<file path="src/rtl/vending_fsm.sv">
// Vending-machine controller: holds coin credit, vends products A/B, and returns change one coin per cycle.
// All outputs are registered; inputs are single-cycle pulses from the button filters.
module vending_fsm #(
  parameter int PRICE_A     = 300,
  parameter int PRICE_B     = 500,
  parameter int CREDIT_MAX  = 2000,
  parameter int VEND_CYCLES = 4
) (
  input  logic        clk,
  input  logic        rst,
  input  logic        coin100,
  input  logic        coin500,
  input  logic        sel_a,
  input  logic        sel_b,
  input  logic        ret,
  output logic [11:0] credit,
  output logic        vend_a,
  output logic        vend_b,
  output logic        chg100,
  output logic        chg500,
  output logic        coin_rej,
  output logic        deny,
  output logic        busy
);

  // state  | meaning
  // IDLE   | accepting coins, selections and return requests
  // VEND   | dispensing; vend_x held until the hold counter expires
  // CHANGE | ejecting one coin per cycle until credit reaches 0
  typedef enum logic [1:0] {IDLE, VEND, CHANGE} state_t;

  localparam int CW = $clog2(VEND_CYCLES + 1);
  localparam logic [11:0] PA   = 12'(PRICE_A);
  localparam logic [11:0] PB   = 12'(PRICE_B);
  localparam logic [12:0] CMAX = 13'(CREDIT_MAX);

  state_t          state, state_n;
  logic [11:0]     credit_n;
  logic [CW-1:0]   cnt, cnt_n;
  logic            vend_a_n, vend_b_n, chg100_n, chg500_n, coin_rej_n, deny_n, busy_n;
  logic [12:0]     sum500, sum100;

  assign sum500 = {1'b0, credit} + 13'd500;
  assign sum100 = {1'b0, credit} + 13'd100;

  always_ff @(posedge clk or posedge rst) begin
    if (rst) begin
      state    <= IDLE;
      credit   <= '0;
      cnt      <= '0;
      vend_a   <= 1'b0;
      vend_b   <= 1'b0;
      chg100   <= 1'b0;
      chg500   <= 1'b0;
      coin_rej <= 1'b0;
      deny     <= 1'b0;
      busy     <= 1'b0;
    end else begin
      state    <= state_n;
      credit   <= credit_n;
      cnt      <= cnt_n;
      vend_a   <= vend_a_n;
      vend_b   <= vend_b_n;
      chg100   <= chg100_n;
      chg500   <= chg500_n;
      coin_rej <= coin_rej_n;
      deny     <= deny_n;
      busy     <= busy_n;
    end
  end

  always_comb begin
    state_n    = state;
    credit_n   = credit;
    cnt_n      = cnt;
    vend_a_n   = 1'b0;
    vend_b_n   = 1'b0;
    chg100_n   = 1'b0;
    chg500_n   = 1'b0;
    coin_rej_n = 1'b0;
    deny_n     = 1'b0;
    case (state)
      IDLE: begin
        // Any coin that is not the top-priority event of the cycle is handed back.
        if (ret) begin
          coin_rej_n = coin500 | coin100;
          if (credit != 12'd0) state_n = CHANGE;
        end else if (sel_a) begin
          coin_rej_n = coin500 | coin100;
          if (credit >= PA) begin
            credit_n = credit - PA;
            vend_a_n = 1'b1;
            cnt_n    = CW'(VEND_CYCLES);
            state_n  = VEND;
          end else begin
            deny_n = 1'b1;
          end
        end else if (sel_b) begin
          coin_rej_n = coin500 | coin100;
          if (credit >= PB) begin
            credit_n = credit - PB;
            vend_b_n = 1'b1;
            cnt_n    = CW'(VEND_CYCLES);
            state_n  = VEND;
          end else begin
            deny_n = 1'b1;
          end
        end else if (coin500) begin
          coin_rej_n = coin100;
          if (sum500 > CMAX) coin_rej_n = 1'b1;
          else               credit_n   = sum500[11:0];
        end else if (coin100) begin
          if (sum100 > CMAX) coin_rej_n = 1'b1;
          else               credit_n   = sum100[11:0];
        end
      end
      VEND: begin
        coin_rej_n = coin500 | coin100;
        if (cnt <= CW'(1)) begin
          cnt_n   = '0;
          state_n = IDLE;
        end else begin
          cnt_n    = cnt - CW'(1);
          vend_a_n = vend_a;
          vend_b_n = vend_b;
        end
      end
      CHANGE: begin
        coin_rej_n = coin500 | coin100;
        if (credit >= 12'd500) begin
          chg500_n = 1'b1;
          credit_n = credit - 12'd500;
        end else begin
          chg100_n = 1'b1;
          credit_n = credit - 12'd100;
        end
        if (credit_n == 12'd0) state_n = IDLE;
      end
      default: state_n = IDLE;
    endcase
    busy_n = (state_n != IDLE);
  end

endmodule

</file>
<file path="config.mk">
export PLATFORM = sky130hd
export DESIGN_NAME = vending_fsm
export DESIGN_NICKNAME = d
export VERILOG_FILES = /design/src/rtl/vending_fsm.sv
export SDC_FILE = /design/constraint.sdc
export NUM_CORES = 1
export LEC_CHECK = 0
export ABC_AREA = 1
export CAP_MARGIN = 20
export CORE_ASPECT_RATIO = 1.25
export CORE_MARGIN = 1.5
export CORE_UTILIZATION = 56
export DETAILED_ROUTE_END_ITERATION = 10
export DONT_BUFFER_PORTS = 1
export GPL_ROUTABILITY_DRIVEN = 0
export PLACE_DENSITY_LB_ADDON = 0.12
export SLEW_MARGIN = 20
export SYNTH_ARGS = -nofsm -noshare
export SYNTH_HDL_FRONTEND = slang
export SYNTH_SLANG_ARGS = --single-unit
</file>
<file path="constraint.sdc">
create_clock -name clk -period 3.3 [get_ports clk]
set_input_delay 0.66 -clock clk [delete_from_list [all_inputs] [get_ports clk]]
set_output_delay 0.66 -clock clk [all_outputs]
set_load 0.05 [all_outputs]
</file>
==> qor.csv <==
stage,metric,value,unit
floorplan,core-area,4360,µm²
clocking,cts_post_setup_buffers_inserted,0,
timing,max_freq,0.379,GHz
floorplan,pin_count,26,
final_layout,n_fill_cell,442,
synth,syn_area_per_cell,5.93,µm²
hold_path,hold_class,input pin to async pin,
synth,synth_cells,427,
clocking,cts_hold_buf,0,
power_and_ir_drop,p_per_area,1250,nW/µm²
global_route,antenna_found_initial,0,
worst_setup_path,crit_top_cell,nand2_1,
route,viasPerCell,5.84,
synth,synth_area,2530,µm²
floorplan,initial_utilization,58.1,%
synth,synth.most_common_cell,nand2_1,
worst_setup_path,crit_type,flip-flop to flip-flop,
floorplan,die_area,4930,µm²
synth,synth_common_cells,"nand2_1, nand3_1, inv_1",
synth,synth_cell_type_count,38,
floorplan,die_h,78.2,µm
timing,setup_violations,0,
worst_setup_path,crit_chain,"nor2_1, nand2_1, nand2_1, nand2_1, nor2_1, nand2_1, nand2_1, a21oi_2, nand2_4, nand2_4, nand2_1, o21ai_2",
place,hpwl,6.07,mm
route,post-route-drc-count,0,
timing,hold_viol,0,
run,drv_cap,0,
power_and_ir_drop,vdd_drop_max,0.669,mV
timing,tightest_slew,879,ps
clocking,cts_tree,done,
final_layout,diodes,0,
route,drt_iter0_markers,277,
synth,synth_seq_cells,22,
global_route,grt_pass1_vias,2647,
global_route,gr-total-overflow,0,
synth,yosysWarnings,0,
clocking,cts_htree_levels,1,
route,wire_per_inst,16.1,µm
worst_setup_path,crit_arrival,2800,ps
timing,fin_skew,1.34,ps
floorplan,num_rows,27,
final_layout,regMostFlops,credit,
final_layout,drive_gt1_share,9.56,%
worst_setup_path,path_max_fanout,15,
synth,synth_edf_count,0,
clocking,clk_pin_slew,90,ps
synth,synth_top_area_share,24.0,%
clocking,clk_path_buf_depth,2,
worst_setup_path,worst_setup_path_start_kind,flip-flop,
place,portBuffers,0,
timing,relSlewSlack,41.4,%
synth,yosysTopAreaCell,nand2_1,
timing,tns,0,ps
outcome,status,completed,
global_route,grt_start_max_net_pins,23,
final_layout,area_growth,4.70,%
place,dp_cells,483,
power_and_ir_drop,total_power,3.32,mW
final_layout,finalNetCount,446,
clocking,clock_sinks,22,
route,dr.pass1.iters,6,
worst_setup_path,end_kind,flip-flop,
final_layout,reg_top3,"credit: 10 flops, cnt: 3 flops, state: 2 flops",
timing,final.min_clock_period,2640,ps
synth,ys.flop_type,dfrtp_1,
clocking,ctsResizeCount,0,
synth,synth_area_leaders,"nand2_1, dfrtp_1, nand3_1",
route,final_antenna_net_count,0,
timing,rsz0062_at_grt,no,
global_route,track_usage,33.3,%
synth,synth_seq_area_share,21.7,%
timing,fin_crit_sh,80.0,%
worst_setup_path,cp_slowest_cell,dfrtp_1,
final_layout,largest_reg_flops,10,
power_and_ir_drop,leakage,1.43,nW
route,wirelength,7.85,mm
floorplan,die_w,63.1,µm
global_route,grt_first_pass_wirelength,12.8,mm
route,vias,2843,
worst_setup_path,critPathRequiredTime,3460,ps
synth,async_flop_share,100,%
clocking,numCtsBuffers,3,
final_layout,layout.cells.non_filler,487,
worst_setup_path,critPathMaxStageDelay,710,ps
timing,drv_slew,0,
clocking,clk-insertion-delay-late,270,ps
clocking,root_buffer,clkbuf_8,
[per-layer routing]
layer / share of wire (%) / vias up / routed length [µm] / global-route usage [%]
met5: 0 / - / 0 / 0
met4: 8.4 / 0 / 658 / 26.0
met3: 9.8 / 52 / 767 / 4.15
met2: 45 / 193 / 3560 / 53.2
met1: 37 / 1234 / 2870 / 40.4
li1: - / 1364 / - / -
[area by class of cell]
class	instances	area (µm²)	area share (%)
Tap cell	58	72.6	2.74
Timing Repair Buffer	9	67.6	2.55
Sequential cell	22	551	20.8
Clock buffer	3	41.3	1.56
Clock inverter	1	30.0	1.13
Multi-Input combinational cell	343	1690	63.8
Inverter	51	196	7.41
[cells by family (layout without fill, tap and decap cells)]
group / count (synthesis) / after routing / synth area share (%)
simple gates: 274 / 274 / 47.5
compound gates: 53 / 53 / 12.9
flops: 22 / 22 / 21.7
buf+inv: 63 / 64 / 11.6
other cells: 1 / 2 / 0.148
xor+xnor: 5 / 5 / 1.73
fa+ha+maj: 9 / 9 / 4.45
[final timing paths]
kind,cells after the start,to,from,slack [ps]
setup / recovery,12,credit[8],credit[7],660
hold / removal,1,credit[3],rst,460
setup reg to reg,12,credit[8],credit[7],660
hold reg to reg,2,cnt[0],cnt[0],590
max in group asynchronous,1,credit[7],rst,2310
min in group clk,1,deny,ret,460
[critical path, delay by kind of cell (launching register included)]
kind | cells | cell delay [ps]
DFF | 1 | 710
AOI/OAI and AO/OA | 2 | 130
and+or+nand+nor | 10 | 1660
[stage by stage]
stage               util (%)  setup WS [ps]  area (µm²)  hold WS [ps]
floorplan                  -            932        2530           520
global placement        59.2            798        2580           556
detailed placement      59.2            759        2580           585
CTS                     60.8            746        2650           446
global route            60.8            526        2650           443
finish                  60.8            659        2650           455
[placed cells by master (no fill, tap or decap), types with 4 or more instances in the layout]
cell type	synthesis	layout
nand2_4	4	4
dfrtp_1	22	22
nor2_2	4	4
buf_4	4	9
nor3_1	7	7
o211ai_1	4	4
nand2_1	162	162
nand3_1	47	47
o21ai_0	16	16
ha_1	9	9
inv_2	5	5
xor2_1	5	5
nor2_1	39	39
a21oi_1	14	14
inv_1	42	42
o21ai_2	5	5
[report_power, final]
group / internal (mW) / leakage (nW) / switching, mW
sequential: 0.388 / 0.279 / 0.310
clock: 0.162 / 0.0357 / 0.0976
combinational: 0.709 / 1.11 / 1.65
Note: power is estimated with default switching activity, not from simulation.
